**src/rtl/pipeline_ctrl_pkg.sv**
```systemverilog
// Shared definitions for the pipeline control unit: exception codes, stall masks,
// FSM encoding and the stall/redirect decode helpers.
package pipeline_ctrl_pkg;

    typedef enum logic [1:0] {
        ST_RUN     = 2'd0,
        ST_STALLED = 2'd1,
        ST_FLUSHED = 2'd2
    } ctrl_state_e;

    localparam logic [31:0] EXC_NONE    = 32'h0000_0000;
    localparam logic [31:0] EXC_INT     = 32'h0000_0001;
    localparam logic [31:0] EXC_SYSCALL = 32'h0000_0008;
    localparam logic [31:0] EXC_BREAK   = 32'h0000_0009;
    localparam logic [31:0] EXC_RI      = 32'h0000_000a;
    localparam logic [31:0] EXC_OV      = 32'h0000_000c;
    localparam logic [31:0] EXC_TRAP    = 32'h0000_000d;
    localparam logic [31:0] EXC_ERET    = 32'h0000_000e;

    localparam logic [5:0] STALL_NONE = 6'b000000;
    localparam logic [5:0] STALL_IF   = 6'b000011;
    localparam logic [5:0] STALL_ID   = 6'b000111;
    localparam logic [5:0] STALL_EX   = 6'b001111;
    localparam logic [5:0] STALL_MEM  = 6'b011111;

    // The deepest requesting stage wins; it holds itself and everything upstream.
    function automatic logic [5:0] stall_arbitrate(input logic req_if, input logic req_id,
                                                   input logic req_ex, input logic req_mem);
        logic [5:0] mask;
        if (req_mem) begin
            mask = STALL_MEM;
        end else if (req_ex) begin
            mask = STALL_EX;
        end else if (req_id) begin
            mask = STALL_ID;
        end else if (req_if) begin
            mask = STALL_IF;
        end else begin
            mask = STALL_NONE;
        end
        return mask;
    endfunction

    function automatic logic [31:0] exc_target(input logic [31:0] exc_type, input logic [31:0] epc,
                                               input logic [31:0] exc_vec, input logic [31:0] int_vec);
        logic [31:0] target;
        case (exc_type)
            EXC_INT:                                         target = int_vec;
            EXC_SYSCALL, EXC_BREAK, EXC_RI, EXC_OV, EXC_TRAP: target = exc_vec;
            EXC_ERET:                                        target = epc;
            default:                                         target = exc_vec;
        endcase
        return target;
    endfunction

endpackage

```
**src/rtl/pipeline_ctrl_if.sv**
```systemverilog
// Stall/flush control bundle between the pipeline control unit (master) and the pipeline (slave).
interface pipeline_ctrl_if;
    logic        stallreq_if;
    logic        stallreq_id;
    logic        stallreq_ex;
    logic        stallreq_mem;
    logic [31:0] excepttype;
    logic [31:0] cp0_epc;
    logic [5:0]  stall;
    logic        flush;
    logic [31:0] new_pc;
    logic        stall_timeout;
    logic [31:0] stall_cycles;
    logic [15:0] flush_count;

    modport master (
        input  stallreq_if, stallreq_id, stallreq_ex, stallreq_mem, excepttype, cp0_epc,
        output stall, flush, new_pc, stall_timeout, stall_cycles, flush_count
    );

    modport slave (
        output stallreq_if, stallreq_id, stallreq_ex, stallreq_mem, excepttype, cp0_epc,
        input  stall, flush, new_pc, stall_timeout, stall_cycles, flush_count
    );
endinterface

```
**src/rtl/pipeline_ctrl_stall_watchdog.sv**
```systemverilog
// Consecutive-stall watchdog: counts stalled cycles and raises a sticky flag
// once STALL_TIMEOUT consecutive stalls have been seen.
module stall_watchdog #(
    parameter int unsigned STALL_TIMEOUT = 1024
) (
    input  logic clk,
    input  logic rst,
    input  logic stall_active,
    input  logic flush,
    output logic timeout
);
    localparam int unsigned CW = $clog2(STALL_TIMEOUT);
    localparam logic [CW-1:0] CNT_MAX = CW'(STALL_TIMEOUT - 1);
    localparam logic [CW-1:0] CNT_ONE = {{(CW-1){1'b0}}, 1'b1};

    logic [CW-1:0] cnt_r;
    logic          timeout_r;

    // Consecutive-stall counter; parks at CNT_MAX instead of wrapping.
    always_ff @(posedge clk) begin
        if (rst || flush || !stall_active) begin
            cnt_r <= '0;
        end else if (cnt_r != CNT_MAX) begin
            cnt_r <= cnt_r + CNT_ONE;
        end
    end

    // Sticky flag, cleared only by reset.
    always_ff @(posedge clk) begin
        if (rst) begin
            timeout_r <= 1'b0;
        end else if (stall_active && (cnt_r == CNT_MAX)) begin
            timeout_r <= 1'b1;
        end
    end

    assign timeout = timeout_r;
endmodule

```
**src/rtl/pipeline_ctrl.sv**
```systemverilog
// Central pipeline control: stall arbitration, exception flush/redirect,
// post-flush FSM and health counters.
module pipeline_ctrl
    import pipeline_ctrl_pkg::*;
#(
    parameter logic [31:0] EXC_VECTOR      = 32'h0000_0040,
    parameter logic [31:0] INT_VECTOR      = 32'h0000_0020,
    parameter int unsigned STALL_TIMEOUT   = 1024,
    parameter logic [15:0] FLUSH_COUNT_MAX = 16'hFFFF
) (
    input  logic           clk,
    input  logic           rst,
    pipeline_ctrl_if.master bus
);
    ctrl_state_e state_r;
    ctrl_state_e state_next_s;
    logic [5:0]  stall_req_s;
    logic [5:0]  stall_s;
    logic        flush_s;
    logic [31:0] new_pc_s;
    logic [31:0] stall_cycles_r;
    logic [15:0] flush_count_r;
    logic        timeout_s;

    // State register.
    always_ff @(posedge clk) begin
        if (rst) begin
            state_r <= ST_RUN;
        end else begin
            state_r <= state_next_s;
        end
    end

    // Next-state logic; FLUSHED always returns to RUN after one cycle.
    always_comb begin
        state_next_s = state_r;
        case (state_r)
            ST_RUN: begin
                if (flush_s) begin
                    state_next_s = ST_FLUSHED;
                end else if (stall_s != STALL_NONE) begin
                    state_next_s = ST_STALLED;
                end else begin
                    state_next_s = ST_RUN;
                end
            end
            ST_STALLED: begin
                if (flush_s) begin
                    state_next_s = ST_FLUSHED;
                end else if (stall_s == STALL_NONE) begin
                    state_next_s = ST_RUN;
                end else begin
                    state_next_s = ST_STALLED;
                end
            end
            ST_FLUSHED: state_next_s = ST_RUN;
            default:    state_next_s = ST_RUN;
        endcase
    end

    // Control outputs; the exception beats any stall, and the FLUSHED cycle masks both.
    always_comb begin
        stall_req_s = stall_arbitrate(bus.stallreq_if, bus.stallreq_id, bus.stallreq_ex, bus.stallreq_mem);
        stall_s     = STALL_NONE;
        flush_s     = 1'b0;
        new_pc_s    = 32'h0000_0000;
        if (rst) begin
            stall_s = STALL_NONE;
        end else if (state_r == ST_FLUSHED) begin
            stall_s = STALL_NONE;
        end else if (bus.excepttype != EXC_NONE) begin
            flush_s  = 1'b1;
            new_pc_s = exc_target(bus.excepttype, bus.cp0_epc, EXC_VECTOR, INT_VECTOR);
        end else begin
            stall_s = stall_req_s;
        end
    end

    // Stalled-cycle counter, free-running with wrap.
    always_ff @(posedge clk) begin
        if (rst) begin
            stall_cycles_r <= 32'h0000_0000;
        end else if (stall_s != STALL_NONE) begin
            stall_cycles_r <= stall_cycles_r + 32'h0000_0001;
        end
    end

    // Flush counter, saturating.
    always_ff @(posedge clk) begin
        if (rst) begin
            flush_count_r <= 16'h0000;
        end else if (flush_s && (flush_count_r != FLUSH_COUNT_MAX)) begin
            flush_count_r <= flush_count_r + 16'h0001;
        end
    end

    stall_watchdog #(.STALL_TIMEOUT(STALL_TIMEOUT)) u_watchdog (
        .clk          (clk),
        .rst          (rst),
        .stall_active (stall_s != STALL_NONE),
        .flush        (flush_s),
        .timeout      (timeout_s)
    );

    assign bus.stall         = stall_s;
    assign bus.flush         = flush_s;
    assign bus.new_pc        = new_pc_s;
    assign bus.stall_timeout = timeout_s;
    assign bus.stall_cycles  = stall_cycles_r;
    assign bus.flush_count   = flush_count_r;
endmodule

```
**src/flat_wrapper.sv**
```systemverilog
// flat-port wrapper written by rule: the top's interface ports become plain ports
module pipeline_ctrl_flat import pipeline_ctrl_pkg::*;
#(
    parameter logic [31:0] EXC_VECTOR      = 32'h0000_0040,
    parameter logic [31:0] INT_VECTOR      = 32'h0000_0020,
    parameter int unsigned STALL_TIMEOUT   = 1024,
    parameter logic [15:0] FLUSH_COUNT_MAX = 16'hFFFF
)
  (clk, rst, bus_stallreq_if, bus_stallreq_id, bus_stallreq_ex, bus_stallreq_mem, bus_excepttype, bus_cp0_epc, bus_stall, bus_flush, bus_new_pc, bus_stall_timeout, bus_stall_cycles, bus_flush_count);
  pipeline_ctrl_if bus_i ();
  input  logic clk;
  input  logic rst;
  input wire logic [$bits(bus_i.stallreq_if)-1:0] bus_stallreq_if;
  input wire logic [$bits(bus_i.stallreq_id)-1:0] bus_stallreq_id;
  input wire logic [$bits(bus_i.stallreq_ex)-1:0] bus_stallreq_ex;
  input wire logic [$bits(bus_i.stallreq_mem)-1:0] bus_stallreq_mem;
  input wire logic [$bits(bus_i.excepttype)-1:0] bus_excepttype;
  input wire logic [$bits(bus_i.cp0_epc)-1:0] bus_cp0_epc;
  output wire logic [$bits(bus_i.stall)-1:0] bus_stall;
  output wire logic [$bits(bus_i.flush)-1:0] bus_flush;
  output wire logic [$bits(bus_i.new_pc)-1:0] bus_new_pc;
  output wire logic [$bits(bus_i.stall_timeout)-1:0] bus_stall_timeout;
  output wire logic [$bits(bus_i.stall_cycles)-1:0] bus_stall_cycles;
  output wire logic [$bits(bus_i.flush_count)-1:0] bus_flush_count;
  assign bus_i.stallreq_if = bus_stallreq_if;
  assign bus_i.stallreq_id = bus_stallreq_id;
  assign bus_i.stallreq_ex = bus_stallreq_ex;
  assign bus_i.stallreq_mem = bus_stallreq_mem;
  assign bus_i.excepttype = bus_excepttype;
  assign bus_i.cp0_epc = bus_cp0_epc;
  assign bus_stall = bus_i.stall;
  assign bus_flush = bus_i.flush;
  assign bus_new_pc = bus_i.new_pc;
  assign bus_stall_timeout = bus_i.stall_timeout;
  assign bus_stall_cycles = bus_i.stall_cycles;
  assign bus_flush_count = bus_i.flush_count;
  pipeline_ctrl #(.EXC_VECTOR(EXC_VECTOR), .INT_VECTOR(INT_VECTOR), .STALL_TIMEOUT(STALL_TIMEOUT), .FLUSH_COUNT_MAX(FLUSH_COUNT_MAX)) u_core (.clk(clk), .rst(rst), .bus(bus_i));
endmodule
```
**config.mk**
```make
export PLATFORM = sky130hd
export DESIGN_NAME = pipeline_ctrl_flat
export DESIGN_NICKNAME = d
export VERILOG_FILES = /design/src/rtl/pipeline_ctrl_pkg.sv /design/src/rtl/pipeline_ctrl_if.sv /design/src/rtl/pipeline_ctrl_stall_watchdog.sv /design/src/rtl/pipeline_ctrl.sv /design/src/flat_wrapper.sv
export SDC_FILE = /design/constraint.sdc
export NUM_CORES = 1
export LEC_CHECK = 0
export BUFFER_PORTS_ARGS = -buffer_cell sky130_fd_sc_hd__buf_2
export CORE_MARGIN = 3
export CORE_UTILIZATION = 50
export CTS_CLUSTER_SIZE = 20
export DETAILED_ROUTE_END_ITERATION = 10
export GPL_ROUTABILITY_DRIVEN = 0
export PLACE_DENSITY = 0.87
export SETUP_SLACK_MARGIN = 0.5
export SKIP_CTS_REPAIR_TIMING = 1
export SYNTH_ARGS = -nofsm -noshare
export SYNTH_HDL_FRONTEND = slang
export SYNTH_SLANG_ARGS = --single-unit
```
**constraint.sdc**
```tcl
create_clock -name clk -period 5.9 [get_ports clk]
set_input_delay 0 -clock clk [delete_from_list [all_inputs] [get_ports clk]]
set_output_delay 0 -clock clk [all_outputs]
set_load 0.05 [all_outputs]
```
==> results of run 1 <==
-- layout by cell type (no fill, tap or decap), drive strengths merged, types with 13 or more instances in the layout --
cell type	n
buf	156
dfxtp	61
and2	33
nor2	31
a21oi	31
nand2	30
nand3	21
nand4	18
o21ai	17
o31ai	16
or4	16
or3	15
nor4	13
-- where the power goes --
group	internal, mW	switching, mW	total, mW
registers	0.414	0.00232	0.416
clock network	0.204	0.159	0.363
logic	0.0230	0.0355	0.0584
total	0.640	0.197	0.838
-- registers in the layout, summed over array words and instances (netlist names) --
signal and count:
u_core.state_r 2, u_core.u_watchdog.cnt_r 10, u_core.u_watchdog.timeout 1, u_core.bus.flush_count 16, u_core.bus.stall_cycles 32
-- per-stage QoR --
step / hold slack (ps) / util
final: 245 / 0.671
after global routing: 252 / 0.671
after CTS: 222 / 0.671
after detailed placement: 405 / 0.641
after global placement: 388 / 0.641
after floorplan: 215 / -
-- area by class of cell --
type / count / area (µm²) / share of cell area
clock inverter: 5 / 50.0 / 0.0117
clock buffer: 11 / 141 / 0.0330
timing repair buffer: 156 / 781 / 0.182
multi-input combinational: 318 / 1960 / 0.456
inverter: 11 / 41.3 / 0.00963
tap: 77 / 96.3 / 0.0225
sequential: 61 / 1220 / 0.285
-- cell families after synthesis --
family	count (synthesis)	share of synthesized area
AO/OA/AOI/OAI	91	0.176
XOR/XNOR	8	0.0212
adder cells (fa/ha/maj)	3	0.0113
buffers and inverters	32	0.0419
flip-flops	61	0.369
multiplexers	5	0.0159
other	1	0.00113
AND/OR/NAND/NOR	210	0.363
-- how the worst max path moves through the flow --
stage                                                 startpoint                                 endpoint  slack [ps]  cells after the start
final                               u_core.state_r[1]$_SDFF_PP0_                            bus_new_pc[0]        3250                      5
after global routing                u_core.state_r[1]$_SDFF_PP0_                            bus_new_pc[0]        3040                      5
after CTS                           u_core.state_r[1]$_SDFF_PP0_                            bus_new_pc[0]        3260                      5
after detailed placement  u_core.bus.flush_count[0]$_SDFFE_PP0P_  u_core.bus.flush_count[15]$_SDFFE_PP0P_        3390                      6
after global placement                        bus_excepttype[18]                            bus_new_pc[0]        3550                      7
after floorplan                     u_core.state_r[1]$_SDFF_PP0_                            bus_new_pc[5]        3500                      6
-- metal layers --
| metal | vias up | track usage | wire length (µm) |
|---|---|---|---|
| li1 | 1839 | - | - |
| met1 | 1720 | 0.306 | 4010 |
| met2 | 134 | 0.390 | 4770 |
| met3 | 14 | 0.0624 | 650 |
| met4 | 0 | 0.0837 | 142 |
| met5 | - | 0 | 0 |
==> results.yml, run 1 <==
synthesis:
  postSynthRegisterBits: 61
  yosys-top-cells-count: "61 x dfxtp_1, 33 x and2_1, 31 x a21oi_1, 31 x nor2_1, 30 x nand2_1"
  ys_warn_count: 0
  async_reset_ff_frac: 0
  post_synth_main_area_contributors: "dfxtp_1 37%, and2_1 6.2%, a21oi_1 4.7%"
  synthCells: 411
  synthFlopType: "dfxtp_1"
  synth_nets: 484
  syn-mean-instance-area_um2: 8.06
  synth.cell_area_um2: 3310
  yosys.cell_types.count: 44
  synthDominantAreaCellType: "dfxtp_1"
  post-synth-top-area-fraction: 0.369
  synthMostInstantiatedCell: "dfxtp_1"
  synth_sequential_area_ratio: 0.369
  synth-edff-count: 0
floorplan:
  initial_utilization: 0.519
  die_h_um: 87.4
  dieArea_um2: 7640
  floorplan.core_area_um2: 6390
  chipWidth_um: 87.4
  row_count: 29
  floorplan.io_pins: 158
clock_tree:
  clock_pin_slew_on_the_worst_setup_and_hold_paths_ps: 70
  worst_skew_pair.late_latency_ps: 330
  cts.path.max_buffers: 2
  cts_root_buf: "clkbuf_8"
  clkSinkCount: 61
  htree_levels: 3
  cts_tree: "yes"
  cts-buffers-inserted: 9
final_layout:
  layoutNonFillerInstCount: 639
  post_route_cells_drive_above_1_share: 0.327
  fill_cells: 550
  num-nets-final: 630
  flow.area_growth_from_synthesis_pct: 29.5
  num_antenna_cells: 0
  finish.instance_area_um2: 4290
worst_setup_path:
  worst-endpoint-arrival_ps: 2650
  reg2reg_slack_ps: 3340
  worstPathRequired_ps: 5900
  regToRegEndpoint: "u_core.bus.stall_cycles[18]$_SDFFE_PP0P_"
  kind_of_cell_adding_the_most_delay_to_the_critical_path: "simple AND/OR/NAND/NOR gates"
  worst-r2r-cell-count: 6
  worst_path_cell_trace: "nor2b_1 -> or2_2 -> nor3_2 -> and2_1 -> buf_2"
  critical_path.max_fanout: 30
  critical_path_buf_inv_count: 1
  critical_path.startpoint_type: "register"
  criticalPathCategory: "reg -> out"
  cp_slowest_stage_delay_ps: 960
  crit_path_top_delay_cell: "nor3_2"
  regToRegStartpoint: "u_core.bus.stall_cycles[0]$_SDFFE_PP0P_"
  worstSetupEndpointType: "primary output"
detailed_routing:
  detail_route.vias_per_cell: 5.80
  drt-pass1-iter-count: 4
  remaining_design_rule_violation_count: 0
  antenna_violating_nets_post_route: 0
  drtIter0Drc: 152
  average_routed_wire_per_standard_cell_um: 15.0
  route.final.wire_length_mm: 9.58
  dr_total_vias: 3707
hold_path:
  number_of_cells_on_the_worst_hold_path: 2
  min_delay_worst_endpoint: "u_core.bus.stall_cycles[0]$_SDFFE_PP0P_"
  hold_start: "rst"
  hp-class: "in -> reg"
sta:
  timing.final.crit_share: 0.450
  fin_worst_skew_ps: 8.22
  timing.fmax_mhz: 377
  slew_at_the_pin_with_the_worst_max_slew_slack_ps: 1190
  finalCriticalPeriod_ps: 2650
  final_max_slew_viol_count: 0
  setup-violations-final: 0
  fin_setup_tns_ps: 0
  final_hold_viol_count: 0
  worst_slack_ps: 3250
  maxSlewHeadroom: 0.205
  rsz0062_at_grt: "false"
global_route:
  first_pass_grt_wire_length_mm: 14.9
  overflow: 0
  groute.usage.overall: 0.240
  first_global_vias: 3221
  grt_start_max_net_pins: 41
  antenna_found_initial: 0
pwr:
  p_total_uw: 838
  ir_drop_mv: 0.217
  power.density_nw_per_um2: 195
  leakage_nw: 1.88
run_status:
  outcome: "completed"
place:
  detailed_place_hpwl_mm: 7.09
  pre_cts_slack_ps: 3390
  place_area_um2: 4100
  post_place_cells: 623
  numPortBuffers: 156
job:
  maxCapViolCount: 0
No activity file was read; power rests on OpenSTA's default activity.
==> run 2: changes to the inputs <==
--- a/config.mk
+++ b/config.mk
@@ -5,13 +5,14 @@
 export SDC_FILE = /design/constraint.sdc
 export NUM_CORES = 1
 export LEC_CHECK = 0
+export ABC_AREA = 1
 export BUFFER_PORTS_ARGS = -buffer_cell sky130_fd_sc_hd__buf_2
 export CORE_MARGIN = 3
-export CORE_UTILIZATION = 50
+export CORE_UTILIZATION = 44
 export CTS_CLUSTER_SIZE = 20
 export DETAILED_ROUTE_END_ITERATION = 10
 export GPL_ROUTABILITY_DRIVEN = 0
-export PLACE_DENSITY = 0.87
+export PLACE_DENSITY = 0.79
 export SETUP_SLACK_MARGIN = 0.5
 export SKIP_CTS_REPAIR_TIMING = 1
 export SYNTH_ARGS = -nofsm -noshare
==> constraint.sdc (replaced) <==
create_clock -name clk -period 2.3 [get_ports clk]
set_input_delay 0 -clock clk [delete_from_list [all_inputs] [get_ports clk]]
set_output_delay 0 -clock clk [all_outputs]
set_load 0.05 [all_outputs]
==> results.yml, run 2 <==
run_status:
  outcome: "completed"
job:
  maxCapViolCount: 0
sta:
  fin_setup_tns_ps: 0
  maxSlewHeadroom: 0.644
  fin_worst_skew_ps: 8.01
  final_max_slew_viol_count: 0
  final_hold_viol_count: 0
  setup-violations-final: 0
  rsz0062_at_grt: "true"
  whs_ps: 157
  slew_at_the_pin_with_the_worst_max_slew_slack_ps: 534
  timing.final.crit_share: 0.778
  worst_slack_ps: 511
  finalCriticalPeriod_ps: 1790
  timing.fmax_mhz: 559
final_layout:
  fill_cells: 763
  num_antenna_cells: 0
  layout.cells.most_common_list: "169 x nand2_1, 147 x buf_2, 104 x nor2_1"
  most_common_cell_after_layout_fill_and_taps_aside: "nand2_1"
  num-nets-final: 876
  post_route_cells_drive_above_1_share: 0.366
  flow.area_growth_from_synthesis_pct: 35.5
  largest_register_ffs: 32
place:
  detailed_place_hpwl_mm: 9.08
  pre_cts_slack_ps: 308
  numPortBuffers: 156
global_route:
  grt_start_max_net_pins: 50
  first_global_vias: 4204
  overflow: 0
  first_pass_grt_wire_length_mm: 18.8
  groute.usage.overall: 0.232
  antenna_found_initial: 0
clock_tree:
  cts_root_buf: "clkbuf_8"
  cts-buffers-inserted: 9
  htree_levels: 3
  cts.path.max_buffers: 2
  worst_skew_pair.late_latency_ps: 350
  cts_tree: "yes"
  clkSinkCount: 61
  clock_pin_slew_on_the_worst_setup_and_hold_paths_ps: 70
floorplan:
  initial_utilization: 0.463
  row_count: 33
  floorplan.core_area_um2: 8380
  die_h_um: 100
  chipWidth_um: 100
  dieArea_um2: 9990
  floorplan.io_pins: 158
synthesis:
  synthDominantAreaCellType: "dfxtp_1"
  synth-edff-count: 0
  synthCells: 638
  synth_nets: 711
  ys_warn_count: 0
  synthFlopType: "dfxtp_1"
  async_reset_ff_frac: 0
  synth_sequential_area_ratio: 0.314
  yosys-top-cells-count: "173 x nand2_1, 141 x nor2_1, 61 x dfxtp_1"
  synth.cell_area_um2: 3880
  yosys.cell_types.count: 38
  synthMostInstantiatedCell: "nand2_1"
  syn-mean-instance-area_um2: 6.09
  postSynthRegisterBits: 61
  post-synth-top-area-fraction: 0.314
  post_synth_main_area_contributors: "dfxtp_1 31%, nand2_1 17%, nor2_1 14%"
pwr:
  swShare: 0.293
  share_clk_of_total_power: 0.400
  ir_drop_mv: 0.232
  switchingPower_uw: 638
  power.share.combinational: 0.111
  p_total_mw: 2.18
  cell_internal_pwr_mw: 1.54
  leakage_nw: 2.28
  power.density_nw_per_um2: 414
  pwr-share-seq: 0.489
detailed_routing:
  drt-pass1-iter-count: 5
  remaining_design_rule_violation_count: 0
  route.final.wire_length_mm: 12.3
  dr_total_vias: 4650
  antenna_violating_nets_post_route: 0
  drtIter0Drc: 147
  detail_route.vias_per_cell: 5.09
  average_routed_wire_per_standard_cell_um: 13.5
worst_setup_path:
  worst-endpoint-arrival_ps: 1790
  critical_path.startpoint_type: "register"
  crit_path_top_delay_cell: "dfxtp_1"
  cp_slowest_stage_delay_ps: 310
  worst_path_cell_trace: "inv_1 -> nand2_2 -> nand2_4 -> inv_2 -> nand2_1 -> inv_2 -> nand2_2 -> inv_4 -> clkbuf_4"
  critical_path_buf_inv_count: 5
  kind_of_cell_adding_the_most_delay_to_the_critical_path: "buffers and inverters"
  critical_path.max_fanout: 10
  criticalPathCategory: "reg -> out"
  worstSetupEndpointType: "primary output"
  worstPathRequired_ps: 2300
hold_path:
  hp-class: "in -> reg"
run 2: changes by cell type after synthesis, moves of 16 or more:
cell,previous run,this run
o31ai_1,16,0
nor2_1,31,141
inv_1,11,59
nand3_1,20,44
and2_1,33,1
nand2_1,30,173
run 2: worst paths after layout:
check | start | to | slack, ps | depth (start not counted)
worst max-delay path | u_core.state_r[0]$_SDFF_PP0_ | bus_stall[0] | 510 | 9
worst min-delay path | rst | u_core.bus.flush_count[13]$_SDFFE_PP0P_ | 160 | 3
worst max register to register | u_core.bus.flush_count[0]$_SDFFE_PP0P_ | u_core.bus.flush_count[15]$_SDFFE_PP0P_ | 560 | 8
worst min register to register | u_core.u_watchdog.timeout$_SDFFE_PP0P_ | u_core.u_watchdog.timeout$_SDFFE_PP0P_ | 460 | 2
run 2: logic make-up after synthesis:
| kind of cell | Yosys count | share of synthesized area |
|---|---|---|
| adder cells (fa/ha/maj) | 3 | 0.00967 |
| flip-flops | 61 | 0.314 |
| XOR/XNOR | 20 | 0.0451 |
| other | 1 | 0.000966 |
| buffers and inverters | 83 | 0.0921 |
| AO/OA/AOI/OAI | 60 | 0.0918 |
| AND/OR/NAND/NOR | 410 | 0.446 |
run 2: metal layers:
metal	GRT usage	wire length, µm
met2	0.437	6450
met1	0.265	4880
met4	0.0735	168
met5	0	0
met3	0.0389	809
run 2: power by group through the flow:
stage	combinational, mW	sequential (mW)	clock [mW]
global placement	0.207	1.09	0
detailed placement	0.212	1.09	0
CTS	0.212	1.07	0.887
finish	0.242	1.07	0.873
floorplan	0.126	1.10	0
global route	0.265	1.07	0.946
run 2: tightest hold or removal path, delay by kind of cell:
family,cells,cell delay (ps)
compound gates,1,40
buf+inv,2,420
run 2: through the flow:
step	cell area [µm²]	cells	utilization
after detailed placement	4840	884	0.577
after global placement	4840	884	0.577
after CTS	5010	900	0.598
after global routing	5260	913	0.628
after floorplan	4000	638	-
final	5260	913	0.628
run 2: final cells by class:
class	instances	area (µm²)	area share
tap	105	131	0.0250
inverter	63	239	0.0454
clock buffer	9	124	0.0235
multi-input combinational	497	2530	0.482
timing repair buffer	171	931	0.177
clock inverter	7	51.3	0.00975
sequential	61	1250	0.238
